===== src/rtl/perceptron_update.sv =====
// Purpose : gradient-descent update stage for a two-input sigmoid perceptron (Q8.24).
// Latency : start accepted at edge E0; weights change at E7; o_done pulses in the cycle after E8.
// Backpr. : none; i_start/i_load are honoured only while idle and are dropped, not queued, when busy.
//
// Ports:
//   clk, rst              clock and synchronous active-high reset
//   i_start, i_load       update request / weight load request (idle only, load has priority)
//   i_w0_ld/i_w1_ld/i_b_ld  weight and bias load values
//   i_k0, i_k1, i_a, i_t  perceptron inputs, activation and target, captured on start
//   o_w0, o_w1, o_bias    current weights driving the perceptron
//   o_delta               most recent output delta, for the upstream backprop stage
//   o_busy, o_done        registered status: busy while updating, one-cycle commit pulse
module perceptron_update #(
    parameter logic [31:0] W0_INIT = 32'h00000000,
    parameter logic [31:0] W1_INIT = 32'h00000000,
    parameter logic [31:0] B_INIT  = 32'h00000000,
    parameter logic [31:0] LR      = 32'h00400000
) (
    input  logic        clk,
    input  logic        rst,
    input  logic        i_start,
    input  logic        i_load,
    input  logic [31:0] i_w0_ld,
    input  logic [31:0] i_w1_ld,
    input  logic [31:0] i_b_ld,
    input  logic [31:0] i_k0,
    input  logic [31:0] i_k1,
    input  logic [31:0] i_a,
    input  logic [31:0] i_t,
    output logic [31:0] o_w0,
    output logic [31:0] o_w1,
    output logic [31:0] o_bias,
    output logic [31:0] o_delta,
    output logic        o_busy,
    output logic        o_done
);

    localparam logic [31:0] ONE     = 32'h01000000;
    localparam logic [31:0] SAT_POS = 32'h7FFFFFFF;
    localparam logic [31:0] SAT_NEG = 32'h80000000;

    typedef enum logic [3:0] {
        S_IDLE,
        S_ERR,
        S_MUL1,
        S_MUL2,
        S_MUL3,
        S_MUL4,
        S_MUL5,
        S_UPD,
        S_DONE
    } state_t;

    state_t      r_state;

    // Operands captured on start
    logic [31:0] r_k0;
    logic [31:0] r_k1;
    logic [31:0] r_a;
    logic [31:0] r_t;

    // Intermediate results, one per state
    logic [31:0] r_e;      // a - t
    logic [31:0] r_m;      // 1 - a
    logic [31:0] r_g;      // sigmoid derivative a*(1-a)
    logic [31:0] r_delta;  // e * g
    logic [31:0] r_s;      // LR * delta, also the bias step
    logic [31:0] r_g0;     // s * k0
    logic [31:0] r_g1;     // s * k1

    // Architectural state
    logic [31:0] r_w0;
    logic [31:0] r_w1;
    logic [31:0] r_b;
    logic        r_busy;
    logic        r_done;

    // Shared multiplier
    logic [31:0]        w_mul_x;
    logic [31:0]        w_mul_y;
    logic signed [63:0] w_mul_xe;
    logic signed [63:0] w_mul_ye;
    logic signed [63:0] w_mul_p;
    logic [31:0]        w_mul_r;

    // Q8.24 product: keep bits [55:24]; the discarded upper bits must all
    // match the sign, otherwise the value is out of range and clamps.
    function automatic logic [31:0] sat_mul(input logic signed [63:0] p);
        logic [31:0] res;
        if (p[63:55] == {9{p[63]}}) begin
            res = p[55:24];
        end else if (p[63]) begin
            res = SAT_NEG;
        end else begin
            res = SAT_POS;
        end
        return res;
    endfunction

    // 33-bit difference; overflow shows up as bit 32 disagreeing with bit 31.
    function automatic logic [31:0] sat_sub(input logic [31:0] x, input logic [31:0] y);
        logic [32:0] d;
        logic [31:0] res;
        d = {x[31], x} - {y[31], y};
        if (d[32] == d[31]) begin
            res = d[31:0];
        end else if (d[32]) begin
            res = SAT_NEG;
        end else begin
            res = SAT_POS;
        end
        return res;
    endfunction

    // Operand selection: each multiply state owns the multiplier for its cycle.
    always_comb begin
        w_mul_x = 32'h0;
        w_mul_y = 32'h0;
        case (r_state)
            S_MUL1: begin
                w_mul_x = r_a;
                w_mul_y = r_m;
            end
            S_MUL2: begin
                w_mul_x = r_e;
                w_mul_y = r_g;
            end
            S_MUL3: begin
                w_mul_x = LR;
                w_mul_y = r_delta;
            end
            S_MUL4: begin
                w_mul_x = r_s;
                w_mul_y = r_k0;
            end
            S_MUL5: begin
                w_mul_x = r_s;
                w_mul_y = r_k1;
            end
            default: begin
                w_mul_x = 32'h0;
                w_mul_y = 32'h0;
            end
        endcase
    end

    // Sign-extend to 64 bits so the low 64 bits of the product are the exact signed result.
    assign w_mul_xe = {{32{w_mul_x[31]}}, w_mul_x};
    assign w_mul_ye = {{32{w_mul_y[31]}}, w_mul_y};
    assign w_mul_p  = w_mul_xe * w_mul_ye;
    assign w_mul_r  = sat_mul(w_mul_p);

    always_ff @(posedge clk) begin
        if (rst) begin
            r_state <= S_IDLE;
            r_k0    <= 32'h0;
            r_k1    <= 32'h0;
            r_a     <= 32'h0;
            r_t     <= 32'h0;
            r_e     <= 32'h0;
            r_m     <= 32'h0;
            r_g     <= 32'h0;
            r_delta <= 32'h0;
            r_s     <= 32'h0;
            r_g0    <= 32'h0;
            r_g1    <= 32'h0;
            r_w0    <= W0_INIT;
            r_w1    <= W1_INIT;
            r_b     <= B_INIT;
            r_busy  <= 1'b0;
            r_done  <= 1'b0;
        end else begin
            // Status outputs are registered views of the state, one cycle
            // behind it: busy covers cycles 1..8 after the start edge and the
            // done pulse lands in cycle 8, after the weights have settled.
            r_busy <= (r_state != S_IDLE);
            r_done <= (r_state == S_DONE);

            case (r_state)
                S_IDLE: begin
                    if (i_load) begin
                        // Load takes priority; a simultaneous start is dropped.
                        r_w0 <= i_w0_ld;
                        r_w1 <= i_w1_ld;
                        r_b  <= i_b_ld;
                    end else if (i_start) begin
                        r_k0    <= i_k0;
                        r_k1    <= i_k1;
                        r_a     <= i_a;
                        r_t     <= i_t;
                        r_state <= S_ERR;
                    end
                end
                S_ERR: begin
                    r_e     <= sat_sub(r_a, r_t);
                    r_m     <= sat_sub(ONE, r_a);
                    r_state <= S_MUL1;
                end
                S_MUL1: begin
                    r_g     <= w_mul_r;
                    r_state <= S_MUL2;
                end
                S_MUL2: begin
                    r_delta <= w_mul_r;
                    r_state <= S_MUL3;
                end
                S_MUL3: begin
                    r_s     <= w_mul_r;
                    r_state <= S_MUL4;
                end
                S_MUL4: begin
                    r_g0    <= w_mul_r;
                    r_state <= S_MUL5;
                end
                S_MUL5: begin
                    r_g1    <= w_mul_r;
                    r_state <= S_UPD;
                end
                S_UPD: begin
                    r_w0    <= sat_sub(r_w0, r_g0);
                    r_w1    <= sat_sub(r_w1, r_g1);
                    r_b     <= sat_sub(r_b, r_s);
                    r_state <= S_DONE;
                end
                S_DONE: begin
                    r_state <= S_IDLE;
                end
                default: begin
                    r_state <= S_IDLE;
                end
            endcase
        end
    end

    assign o_w0    = r_w0;
    assign o_w1    = r_w1;
    assign o_bias  = r_b;
    assign o_delta = r_delta;
    assign o_busy  = r_busy;
    assign o_done  = r_done;

endmodule


===== config.mk =====
export PLATFORM = sky130hd
export DESIGN_NAME = perceptron_update
export DESIGN_NICKNAME = d
export VERILOG_FILES = /design/src/rtl/perceptron_update.sv
export SDC_FILE = /design/constraint.sdc
export NUM_CORES = 2
export LEC_CHECK = 0
export ABC_AREA = 1
export BUFFER_PORTS_ARGS = -buffer_cell sky130_fd_sc_hd__buf_4
export CAP_MARGIN = 5
export CORE_UTILIZATION = 55
export DETAILED_ROUTE_END_ITERATION = 10
export GPL_TIMING_DRIVEN = 1
export PLACE_DENSITY = 0.73
export REMOVE_ABC_BUFFERS = 1
export SYNTH_ARGS = -nofsm -noshare
export SYNTH_HDL_FRONTEND = slang
export SYNTH_SLANG_ARGS = --single-unit

===== constraint.sdc =====
create_clock -name clk -period 10.5 [get_ports clk]
set_clock_uncertainty 0.05 [all_clocks]
set_input_delay 0.525 -clock clk [delete_from_list [all_inputs] [get_ports clk]]
set_output_delay 0.525 -clock clk [all_outputs]
set_load 0.03 [all_outputs]

Word level (Yosys, flattened, before mapping). Cells that the tools add are included. W data, S select, Z words.

Add/sub/neg operators: 5. Multipliers: 1. Equal/unequal tests: 17. Mux-type cells: 23. Bitwise logic cells: 1. Reduce and logical (&&, ||, !) cells: 7.

Operators by type and width (count): $mux W32 (15); $pmux W32 S2 (3); $pmux W32 S5 (1); $sub A32 B32 Y33 (4); $pmux W32 S4 (1); $mul A32 B32 Y64 (1); $sub A26 B32 Y33 const A (1); $pmux W4 S8 (1); $eq A4 B3 Y1 const B (4); $eq A4 B2 Y1 const B (2); $eq A8 B8 Y1 (1); $mux W4 (2); $ne A2 B2 Y1 const B (3); $eq A1 B1 Y1 (5); $eq A4 B1 Y1 const B (1); $eq A4 B4 Y1 const B (1); $logic_not A4 Y1 (1); $reduce_and A2 Y1 (2); $reduce_bool A4 Y1 (1); $reduce_and A3 Y1 (1); $reduce_bool A2 Y1 (1); $reduce_or A2 Y1 (1); $not A1 Y1 (1).

Register bits after elaboration: 454. Input bits: 228. Output and inout port bits: 130. Logic and storage cells: 71.

Logic depth before layout (Yosys ltp).
Depth in word-level cells: 6. Depth in mapped cells: 52. Gate-level depth less buffers: 47.

Worst setup path before layout. Ideal clock, no wire load.

Kind: register -> register. From: reg r_state[3]. To: reg r_g[13]. Library setup time: 56 ps. Arrival: 9282 ps. Required time: 10394 ps. Slack: 1113 ps. Cell stages (with the launch flop): 42. Path buffers: 5. Period minus slack after synthesis: 9387 ps. Cell sequence: dfxtp_1 nor2_2 buf_4 inv_1 nor2_1 clkinv_1 clkbuf_1 clkbuf_1 o22ai_1 nor3_1 nor2_1 inv_1 fa_1 fa_1 fa_1 inv_1 fa_1 fa_1 [6 not listed] a21oi_1 o21ai_0 o21bai_1 nand2_1 o2111ai_1 a31oi_1 nand2_1 nand2_2 nand2_2 buf_6 nand2_1 nand4_1 nor2_4 buf_12 nand3_4 nand3_1 nand2_1 inv_1.

Word-level cells in the longest chain between the ends: 6. Elaborated cells on any way between the ends: 12. Those cells by class: mul (1); eq/ne (6); mux (4); reduce/logical (1).

Ends and longest elaborated chain: start: declaration (line 54) `state_t r_state;`; start signal: assignment (line 155) `r_state <= S_IDLE;`; start signal: assignment (line 191) `r_state <= S_ERR;`; start signal: assignment (line 197) `r_state <= S_MUL1;`; $eq A4 B3 Y1 (line 119) `case (r_state)`; $reduce_or A2 Y1 (no source line); $pmux W32 S4 (line 119); $mul A32 B32 Y64 (line 150) `assign w_mul_p = w_mul_xe * w_mul_ye;`; $eq A8 B8 Y1 or $mux W32 (tied branches) (line 90, 92); $mux W32 (line 90) `if (p[63:55] == {9{p[63]}}) begin`; end signal: assignment (line 200) `r_g <= w_mul_r;`; end: declaration (line 65) `logic [31:0] r_g;`.

Several ways; a longest one is shown, not always the timed one. A chain may end at the register's enable or synchronous reset.

Worst setup path in the final report.
From: reg r_state[0]. To: reg r_g0[14].

Word-level cells in the longest chain between the ends: 6. Elaborated cells on any way between the ends: 12. Those cells by class: mul (1); eq/ne (6); mux (4); reduce/logical (1).

Ends and longest elaborated chain: $eq A4 B3 Y1 (on tied branches) (line 119, 179); $reduce_or A2 Y1 (no source line); $pmux W32 S4 (line 119); $mul A32 B32 Y64 (line 150); $eq A8 B8 Y1 or $mux W32 (tied branches) (line 90, 92); $mux W32 (line 90); end signal: assignment (line 212) `r_g0 <= w_mul_r;`; end: declaration (line 68) `logic [31:0] r_g0;`.

Several ways; a longest one is shown, not always the timed one.

==> impl_metrics.yaml <==
routing:
  drtAntennaViolNets: 0
  drc_errors: 0
  drt_iter0_markers: 5547
  wl_per_cell_um: 22.98
  avgViaCountPerCell: 5.730
  dr.pass1.iters: 6
  vias: 57880
  wirelength_um: 232200
final_layout:
  final_area_sq_um: 70730
  area_growth_pct: 12.32
  nNetsFinal: 10181
  drive_gt1_frac: 0.1090
clock_tree:
  clkTransAtPathRegs_ns: 0.07
  clockBufferDepth: 3
  insertion_delay_ns: 0.61
  cts_tree: "built"
  cts_buffers: 46
  clkSinkCount: 454
  cts_root_buffer: "clkbuf_16"
  htreeDepth: 2
min_path:
  min_from: "i_k1[22]"
  hold_path_class: "input port to register"
  holdPathStages: 3
  whs_endpoint: "r_k1[22]"
placed_design:
  hpwl_um: 190300
  numPortBuffers: 357
  gp_congestion: 1.015
  dp_slack_ns: 0.3327
  dpl_cell_area_sq_um: 69110
floorplan:
  coreArea_sq_um: 113000
  dieWidth_um: 340.4
  fp.dieArea_sq_um: 115800
  die_y_um: 340.4
  fp-row-count: 123
  start_util: 0.5574
  io-pin-count: 358
critical_path:
  cp_slowest_stage_delay_ns: 0.63
  cp_max_fo: 19
  cp-start-kind: "register"
  worst-setup-path-type: "register to register"
  r2r_slack_ns: 0.36
  cp.arrival_ns: 10.64
  rr_worst_depth: 39
  timing.rr.end: "r_g0[14]"
  crit_required_ns: 11.00
  slowest_stage: "fa_1"
  r2r_start: "r_state[0]"
  cp_common_cell: "fa_1"
  cp-end-kind: "register"
pwr:
  p_total_mw: 7.868
  power_leakage_nw: 34.58
  power.density_nw_per_um2: 111.2
  ir_worst_vdd_v: 0.0001426
sta:
  fin_crit_sh: 0.9658
  whs_ns: 0.09424
  period_minus_slack_ns: 10.14
  slew_headroom: 0.2804
  setup_tns_ns: 0
  finalMaxSlewViolations: 0
  finalSetupViolCount: 0
  fmax_mhz: 98.61
  layout_setup_ws_ns: 0.3592
  worst_pin_slew_ns: 1.079
  hold_violations: 0
logic_synthesis:
  synth_edf_count: 0
  synth_warnings: 0
  synth_flop_cell: "dfxtp_1"
  synth_top_area_frac: 0.3450
  ys_seq_elements: 454
  yosysUniqueCellTypes: 55
  netlist_area_sq_um: 62970
  ys_async_sr_fraction: 0
  synth.area.top_cells: "fa_1 34%, dfxtp_1 14%, inv_1 10%"
  netlist_instances: 8160
  yosysTopAreaCell: "fa_1"
  ys_seq_area_frac: 0.1443
  syn_avg_cell_area_sq_um: 7.717
job:
  maxCapViolations: 0
outcome:
  outcome: "complete, no violations"
global_routing:
  grt.total_usage: 0.4037
  grt_max_degree: 137
  antenna_found_initial: 9
  grt-ovfl-total: 0
  grt_pass1_wl_um: 353000
  grt_pass1_vias: 58502
## cell usage in the layout, fill, tap and decap left out, drive strengths merged, types with 23 or more instances in the layout
| cell | netlist | layout |
|---|---|---|
| a21oi | 666 | 666 |
| a31oi | 29 | 29 |
| buf | 66 | 722 |
| clkbuf | 305 | 68 |
| clkinv | 26 | 26 |
| dfxtp | 454 | 454 |
| fa | 1085 | 1085 |
| ha | 309 | 309 |
| inv | 1722 | 1723 |
| nand2 | 1202 | 1202 |
| nand3 | 306 | 306 |
| nor2 | 940 | 940 |
| nor3 | 48 | 48 |
| nor4 | 24 | 24 |
| o21ai | 564 | 564 |
| o21bai | 37 | 37 |
| o221ai | 23 | 23 |
| o22ai | 41 | 41 |
| xnor2 | 72 | 72 |
| xor2 | 119 | 119 |
## final cells by class
class	instances	area, sq um
antenna	7	17.52
clock buffer	68	1335
clock inverter	16	171.4
fill	10257	42230
inverter	1748	6614
multi-input combinational	5587	45950
sequential	454	9089
tap	1500	1877
timing repair buffer	722	5678
## cells in the mapped netlist (5+ instances only)
cell type,count
inv_1,1709
nand2_1,1186
fa_1,1085
nor2_1,928
a21oi_1,666
o21ai_0,541
dfxtp_1,454
ha_1,309
clkbuf_1,305
nand3_1,273
xor2_1,119
xnor2_1,72
nor3_1,45
o22ai_1,41
o21bai_1,37
buf_2,35
nand3_4,30
a31oi_1,29
clkinv_1,26
nor4_1,24
o221ai_1,23
o21ai_1,22
o21a_1,16
a211oi_1,15
nand4_1,15
buf_4,13
nand2_2,13
o211ai_1,13
inv_2,12
a21o_1,11
buf_1,9
nand3b_1,9
a21boi_0,7
and3_1,7
buf_6,6
nor2_2,6
a221oi_1,5
nor2_4,5
or2_2,5
## per-stage QoR
stage,util,instances
2_1_floorplan,-,7789
3_3_place_gp,0.6118,10008
3_5_place_dp,0.6118,10008
4_1_cts,0.6251,10092
5_1_grt,0.6260,10098
6_report,0.6261,10102
## per-layer routing
| layer | GRT usage | up-vias | share of wire |
|---|---|---|---|
| li1 | - | 25735 | - |
| met1 | 0.5476 | 28451 | 0.39 |
| met2 | 0.6108 | 3022 | 0.44 |
| met3 | 0.08121 | 666 | 0.11 |
| met4 | 0.2132 | 6 | 0.064 |
| met5 | 0 | - | 0.00016 |
## where the power goes
group | switching [mW] | internal, mW
combinational | 2.68 | 1.32
sequential | 0.182 | 1.95
clock | 0.771 | 0.957
total | 3.64 | 4.23
## cell families (layout without fill, tap and decap cells)
kind of cell               Yosys count  count (layout)  share of synthesized area
AOI/OAI and AO/OA                 1444            1444                     0.1228
xor gates and xnor gates           191             191                    0.02657
adders and majority gates         1394            1394                     0.4064
buffers and inverters             2119            2554                     0.1293
DFF                                454             454                     0.1443
other                                0               7                          0
and+or+nand+nor                   2558            2558                     0.1706
## worst max-delay path by stage
stage | start | to | cells past startpoint
2_1_floorplan | r_state[3] | o_delta[0] | 36
3_3_place_gp | r_state[2] | r_g1[17] | 43
3_5_place_dp | r_state[3] | r_s[11] | 40
4_1_cts | r_state[3] | r_g0[14] | 40
5_1_grt | r_state[0] | r_g[10] | 45
6_report | r_state[0] | r_g0[14] | 39
## timing repair
item,in CTS,in global routing
hold buffers,0,0
resized for setup,0,21
setup buffers,0,3
endpoints found under the setup margin,0,155
hold endpoints to repair,0,0
## worst max-delay path, delay by kind of cell, from the launching register on
kind | cells | cell delay [ns]
AO/OA/AOI/OAI | 6 | 1.41
flip-flops | 1 | 0.47
AND/OR/NAND/NOR | 14 | 2.00
adder cells (fa/ha/maj) | 9 | 4.54
buffers and inverters | 10 | 1.58
Power figures use the tool's default switching activity.
